### config.mk
export PLATFORM = sky130hd
export DESIGN_NAME = hashing
export DESIGN_NICKNAME = d
export VERILOG_FILES = /design/src/rtl/hashing.sv
export SDC_FILE = /design/constraint.sdc
export NUM_CORES = 2
export LEC_CHECK = 0
export CAP_MARGIN = 10
export CORE_MARGIN = 2
export CORE_UTILIZATION = 45
export CTS_CLUSTER_DIAMETER = 60
export CTS_CLUSTER_SIZE = 12
export DETAILED_ROUTE_END_ITERATION = 7
export DONT_BUFFER_PORTS = 1
export GPL_TIMING_DRIVEN = 0
export HOLD_SLACK_MARGIN = 0.1
export MAX_ROUTING_LAYER = met4
export PLACE_DENSITY_LB_ADDON = 0.15
export SETUP_SLACK_MARGIN = 0.2
export SKIP_CTS_REPAIR_TIMING = 1
export SKIP_LAST_GASP = 1
export SLEW_MARGIN = 30
export SYNTH_ARGS = -nofsm -noshare
export SYNTH_HDL_FRONTEND = slang
export SYNTH_SLANG_ARGS = --single-unit
### constraint.sdc
create_clock -name clk -period 34.6 [get_ports clk]
set_input_delay 1.73 -clock clk [delete_from_list [all_inputs] [get_ports clk]]
set_output_delay 1.73 -clock clk [all_outputs]
set_load 0.005 [all_outputs]
### src/rtl/hashing.sv
// Ascon-style sponge hash with a bit-serial message input and digest output.
// One permutation round is evaluated per clock. Once the digest is complete it
// is replayed LSB-first on hash_digestxSO for as long as hash_readyxSO is high.
module hashing #(
   parameter int r = 64,
   parameter int a = 12,
   parameter int b = 12,
   parameter int h = 256,
   parameter int l = 256,
   parameter int y = 64
) (
   input  logic clk,
   input  logic rst,
   input  logic messagexSI,
   input  logic startxSI,
   output logic hash_digestxSO,
   output logic hash_readyxSO
);

   // Sponge geometry: S padded blocks of r bits, L squeezed chunks of r bits
   localparam int S  = y / r + 1;
   localparam int PW = S * r;
   localparam int L  = l / r;
   localparam int DW = l;
   localparam int BW = $clog2(S) + 1;
   localparam int CW = $clog2(L) + 1;
   localparam int KW = (l > 1) ? $clog2(l) : 1;

   localparam logic [63:0]    IV         = {8'h00, 8'(r), 8'(a), 8'(a - b), 32'(h)};
   localparam logic [3:0]     JA         = 4'(12 - a);
   localparam logic [3:0]     JB         = 4'(12 - b);
   localparam logic [BW-1:0]  LAST_BLK   = BW'(S - 1);
   localparam logic [CW-1:0]  LAST_CHUNK = CW'(L - 1);
   localparam logic [KW-1:0]  LAST_K     = KW'(l - 1);

   typedef enum logic [2:0] {IDLE, INIT, ABSORB, SQUEEZE, DONE} state_t;

   function automatic logic [63:0] rotr(input logic [63:0] v, input int n);
      return (v >> n) | (v << (64 - n));
   endfunction

   // One full round: constant addition, bit-sliced S-box, linear diffusion
   function automatic logic [4:0][63:0] asconRound(input logic [4:0][63:0] s,
                                                   input logic [3:0] j);
      logic [63:0] x0, x1, x2, x3, x4;
      logic [63:0] t0, t1, t2, t3, t4;
      x0 = s[0];
      x1 = s[1];
      x2 = s[2] ^ {56'd0, 4'(4'd15 - j), j};
      x3 = s[3];
      x4 = s[4];
      x0 = x0 ^ x4;
      x4 = x4 ^ x3;
      x2 = x2 ^ x1;
      t0 = ~x0 & x1;
      t1 = ~x1 & x2;
      t2 = ~x2 & x3;
      t3 = ~x3 & x4;
      t4 = ~x4 & x0;
      x0 = x0 ^ t1;
      x1 = x1 ^ t2;
      x2 = x2 ^ t3;
      x3 = x3 ^ t4;
      x4 = x4 ^ t0;
      x1 = x1 ^ x0;
      x0 = x0 ^ x4;
      x3 = x3 ^ x2;
      x2 = ~x2;
      x0 = x0 ^ rotr(x0, 19) ^ rotr(x0, 28);
      x1 = x1 ^ rotr(x1, 61) ^ rotr(x1, 39);
      x2 = x2 ^ rotr(x2, 1)  ^ rotr(x2, 6);
      x3 = x3 ^ rotr(x3, 10) ^ rotr(x3, 17);
      x4 = x4 ^ rotr(x4, 7)  ^ rotr(x4, 41);
      return {x4, x3, x2, x1, x0};
   endfunction

   state_t              r_fsm;
   logic [4:0][63:0]    r_x;
   logic [y-1:0]        r_msg;
   logic [3:0]          r_round;
   logic [BW-1:0]       r_blk;
   logic [CW-1:0]       r_chunk;
   logic [l-1:0]        r_digest;
   logic [KW-1:0]       r_k;
   logic                r_ready;
   logic                r_bit;

   logic [4:0][63:0]    w_round;
   logic [PW-1:0]       w_padded;
   logic [BW-1:0]       w_xorIdx;
   logic [r-1:0]        w_block;
   logic [63:0]         w_lane;
   logic                w_permEnd;
   logic                w_sqCapture;
   logic [KW-1:0]       w_kNext;

   assign w_round     = asconRound(r_x, r_round);
   assign w_permEnd   = (r_round == 4'd11);
   assign w_padded    = PW'({r_msg, 1'b1}) << (PW - y - 1);
   assign w_xorIdx    = (r_fsm == INIT) ? '0 : r_blk + 1'b1;
   assign w_lane      = 64'(w_block) << (64 - r);
   assign w_sqCapture = (r_round == JB);
   assign w_kNext     = (r_k == LAST_K) ? '0 : r_k + 1'b1;

   // Pick the padded message block that is folded into x0 at the end of the current permutation
   always_comb begin
      w_block = '0;
      for (int i = 0; i < S; i++) begin
         if (w_xorIdx == BW'(i)) begin
            w_block = w_padded[PW - 1 - i * r -: r];
         end
      end
   end

   // Sequencer: every permutation round, block injection, digest capture and serial replay
   always_ff @(posedge clk or posedge rst) begin
      if (rst) begin
         r_fsm    <= IDLE;
         r_x      <= '0;
         r_msg    <= '0;
         r_round  <= '0;
         r_blk    <= '0;
         r_chunk  <= '0;
         r_digest <= '0;
         r_k      <= '0;
         r_ready  <= 1'b0;
         r_bit    <= 1'b0;
      end else begin
         case (r_fsm)
            IDLE: begin
               r_msg <= (r_msg << 1) | y'(messagexSI);
               if (startxSI) begin
                  r_x     <= {256'd0, IV};
                  r_round <= JA;
                  r_blk   <= '0;
                  r_fsm   <= INIT;
               end
            end
            INIT: begin
               r_x <= w_round;
               if (w_permEnd) begin
                  r_x[0]  <= w_round[0] ^ w_lane;
                  r_blk   <= '0;
                  r_round <= (S == 1) ? JA : JB;
                  r_fsm   <= ABSORB;
               end else begin
                  r_round <= r_round + 4'd1;
               end
            end
            ABSORB: begin
               r_x <= w_round;
               if (w_permEnd) begin
                  if (r_blk == LAST_BLK) begin
                     r_round <= JB;
                     r_chunk <= '0;
                     r_fsm   <= SQUEEZE;
                  end else begin
                     r_x[0]  <= w_round[0] ^ w_lane;
                     r_blk   <= r_blk + 1'b1;
                     r_round <= ((r_blk + 1'b1) == LAST_BLK) ? JA : JB;
                  end
               end else begin
                  r_round <= r_round + 4'd1;
               end
            end
            SQUEEZE: begin
               if (w_sqCapture) begin
                  r_digest <= (r_digest << r) | DW'(r_x[0][63 -: r]);
                  r_chunk  <= r_chunk + 1'b1;
               end
               if (w_sqCapture && (r_chunk == LAST_CHUNK)) begin
                  r_fsm <= DONE;
               end else begin
                  r_x     <= w_round;
                  r_round <= w_permEnd ? JB : r_round + 4'd1;
               end
            end
            DONE: begin
               if (!r_ready) begin
                  r_ready <= 1'b1;
                  r_k     <= '0;
                  r_bit   <= r_digest[0];
               end else begin
                  r_k   <= w_kNext;
                  r_bit <= r_digest[w_kNext];
               end
            end
            default: begin
               r_fsm <= IDLE;
            end
         endcase
      end
   end

   assign hash_readyxSO  = r_ready;
   assign hash_digestxSO = r_bit;

endmodule

==> results summary <==
The layout cell share with drive strength beyond 1 is 14.5%. The net count of the finished layout is 4091. The total nets after synthesis came out at 4002. By instance count, the leading cell after synthesis is sky130_fd_sc_hd__dfrtp_1. The HPWL after detailed placement is 127 mm. The min-delay analysis places its worst path in the category flip-flop to flip-flop. Row generation in the floorplan step produced 110 rows. The largest net degree at the start of global routing came out at 90. The overall die area came out at 93700 um2.

For the worst setup path, the data required time is 35.17 ns. After global routing the overflow that remains totals 0. In this run the standard cell core region covers 90300 um2. The most area-hungry cell type in the Yosys netlist is sky130_fd_sc_hd__dfrtp_1. The sequential area share after synthesis is 40.3%.

The clock tree buffer depth came out at 3. The via count of the first global-routing pass is 29.7k. The wire length of the first global-routing pass is 225 mm. In this run the clock root is driven by a sky130_fd_sc_hd__clkbuf_16. The total negative slack for setup checks came out at 0 ns. The horizontal die dimension came out at 306 um.

After detailed routing, the average wire length per cell comes to 30.8 um. Setup repair after global routing left no endpoint under its margin. The portion of synthesized cell area occupied by the leading cell type is 40.3%.

The mean cell area of the mapped netlist came out at 10.6 um2. The number of synthesized flops with an enable pin came out at 0. The vias per cell came out at 5.83. In this run the remaining antenna-violating nets after routing total 0. The later pin in the worst-skew pair is clocked with a latency of 0.67 ns. The top achievable clock speed is 210 MHz. The distinct cell type count after synthesis is 69. The final worst hold slack came out at 0.481 ns.

The number of slew-limit violations in the final report came out at 0. For this block, the routed nets add up to 159 mm of wire. For the finished layout, the period the worst path requires is 4.76 ns. The clock skew after layout came out at 0.0149 ns. The tool flagged a number of max-cap violations equal to 0. TritonCTS built the clock tree. The die height came out at 306 um. The number of H-tree levels is 3. After synthesis, the most frequently instantiated cells are sky130_fd_sc_hd__dfrtp_1, sky130_fd_sc_hd__xnor2_1, sky130_fd_sc_hd__xor2_1, sky130_fd_sc_hd__nand2_1, sky130_fd_sc_hd__mux2_2. The longest individual stage delay on the worst path is 0.77 ns.

The detailed-route via count is 30.1k. In the synthesized netlist the dominant register cell turns out to be sky130_fd_sc_hd__dfrtp_1. The library cell contributing the largest single delay on the critical path is sky130_fd_sc_hd__nor3_4. The number of DRC markers after the initial detailed-route iteration is 2830. The worst setup path is launched from a flip-flop.

The number of antenna violations at the first check in global routing was 0. The worst setup path is captured at a flip-flop. In this run the worst path has a maximum fanout of 10. The number of warnings reported in the yosys synthesis log came out at 0.

The critical path contains buffers and inverters numbering 5 combined. Counting stages on the worst path, the most repeated cell is sky130_fd_sc_hd__clkbuf_1. The overall track demand over capacity in global routing is 35.1%. The transition time at the pin with the least slew margin came out at 1.14 ns. The number of sinks on the clock net came out at 662.

Synthesis inferred 662 register bits. The critical path goes through buf_2 -> or2_2 -> clkbuf_1 -> nor2_1 -> nor3_4 -> nand2_1 -> buf_2 -> clkbuf_1 -> clkbuf_1 -> o22ai_1. The instance count of the mapped netlist is 3864. 0 antenna diodes ended up in the layout. The weighted congestion reported at the end of routability-driven placement is 1.05.

The area growth from synthesis to layout is 11.5%. For the worst setup path, the data arrival time is 5.33 ns. The number of hold-slack violations in the final timing report is 0.

The critical path is of the flip-flop to flip-flop type. The iteration count of the initial detailed-routing pass is 6. After layout, the worst path uses 13.8% of the clock period. The run finished with clean final reports.

The initial utilization of the core area, before any placement, comes to 45.5%. The count of boundary I/O pins came out at 6. Setup slack on the worst reg-to-reg path comes out at 29.84 ns. The number of design rule violations left after detail routing is 0. After synthesis, the cell types taking the most area are sky130_fd_sc_hd__dfrtp_1, sky130_fd_sc_hd__xnor2_1, sky130_fd_sc_hd__xor2_1, sky130_fd_sc_hd__mux2_2, sky130_fd_sc_hd__ha_1.

Setup violations remaining at the end of the flow were counted as 0. The relative slew slack is 23.1%. The cell area after synthesis is 41100 um2.

The fraction of registers with async set/reset is 100%. TritonCTS created 78 clock buffers. After clock tree synthesis, the clock-pin slew on the worst setup and hold paths is 0.06 ns.

The count of port buffers added during placement came out at 0. The critical path's top delay family is buffers and inverters.
## worst reg2reg max path, cell delays in order (launching register included)
cell and delay (ns):
sky130_fd_sc_hd__dfrtp_1 0.31, sky130_fd_sc_hd__buf_2 0.19, sky130_fd_sc_hd__or2_2 0.13, sky130_fd_sc_hd__clkbuf_1 0.53
sky130_fd_sc_hd__nor2_1 0.17, sky130_fd_sc_hd__nor3_4 0.77, sky130_fd_sc_hd__nand2_1 0.76, sky130_fd_sc_hd__buf_2 0.45
sky130_fd_sc_hd__clkbuf_1 0.49, sky130_fd_sc_hd__clkbuf_1 0.56, sky130_fd_sc_hd__o22ai_1 0.29
## cell families (layout without fill, tap and decap cells)
group | count (synthesis) | count (layout) | synth area share, %
AND/OR/NAND/NOR | 557 | 557 | 5.69
flip-flops | 662 | 662 | 40.3
XOR/XNOR | 1105 | 1105 | 23.7
buffers and inverters | 321 | 451 | 3.11
adder cells (fa/ha/maj) | 139 | 139 | 4.20
AO/OA/AOI/OAI | 628 | 628 | 9.13
multiplexers | 452 | 452 | 13.8
## routing by layer
layer / vias up / global-route usage (%) / wire (um)
li1: 13400 / - / -
met1: 15200 / 42.5 / 63200
met2: 1131 / 54.3 / 72900
met3: 380 / 5.47 / 9910
met4: 0 / 23.5 / 13200
met5: - / - / 0
## final timing paths
check                      startpoint             to  cells past startpoint
max in group asynchronous         rst       r_blk[0]                      4
setup reg to reg             r_fsm[1]     r_round[0]                     10
setup / recovery             r_fsm[1]     r_round[0]                     10
hold / removal             r_chunk[0]     r_chunk[0]                      1
min in group asynchronous         rst  r_digest[220]                      1
hold reg to reg            r_chunk[0]     r_chunk[0]                      1
## stage by stage
| step | worst slack, ns | util (%) | cells | cell area, um2 |
|---|---|---|---|---|
| after CTS | 30.01 | 50.7 | 5170 | 45800 |
| after floorplan | 14.32 | - | 3864 | 41100 |
| after detailed placement | 29.48 | 47.8 | 5049 | 43200 |
| after global placement | 5.21 | 47.1 | 5040 | 42600 |
| final | 29.84 | 50.8 | 5170 | 45800 |
| after global routing | 29.85 | 50.8 | 5170 | 45800 |
## state kept, by name, indices dropped and copies added, names as in the netlist
name and cells:
r_x 320, r_msg 64, hash_readyxSO 1, r_k 8, r_digest 256, r_chunk 3
r_blk 2, r_fsm 3, hash_digestxSO 1, r_round 4
## final cells by class
cell class | count | area [um2]
plain buffers | 162 | 687
clock buffers | 94 | 2170
clock inverters | 27 | 412
fillers | 8314 | 44500
inverters | 159 | 604
multi-input cells | 2881 | 23700
flip-flops and latches | 662 | 16600
well taps | 1176 | 1470
repair buffers | 9 | 228
## layout by cell type, fill, tap and decap left out, drive strengths merged, types with 4 or more instances in the layout
cell type / Yosys / layout
maj3: 5 / 5
buf: 33 / 42
and2: 36 / 36
a31oi: 8 / 8
mux2i: 75 / 75
mux4: 53 / 53
clkinv: 0 / 11
nand3: 13 / 13
ha: 134 / 134
clkinvlp: 0 / 4
dfrtp: 662 / 662
o22ai: 152 / 152
o41ai: 26 / 26
a22oi: 15 / 15
nand2: 359 / 359
a211oi: 6 / 6
bufinv: 0 / 9
clkbuf: 129 / 223
o21ai: 261 / 261
xnor3: 5 / 5
nor2: 101 / 101
a21boi: 24 / 24
nand2b: 4 / 4
xnor2: 639 / 639
nand4: 9 / 9
nor3: 6 / 6
xor2: 461 / 461
and3: 7 / 7
a21oi: 81 / 81
a311oi: 5 / 5
o31ai: 24 / 24
or2: 6 / 6
inv: 159 / 162
mux2: 324 / 324
Power is not shown: default switching activity piles up to over one toggle a cycle in this logic, so the estimate is an artifact.
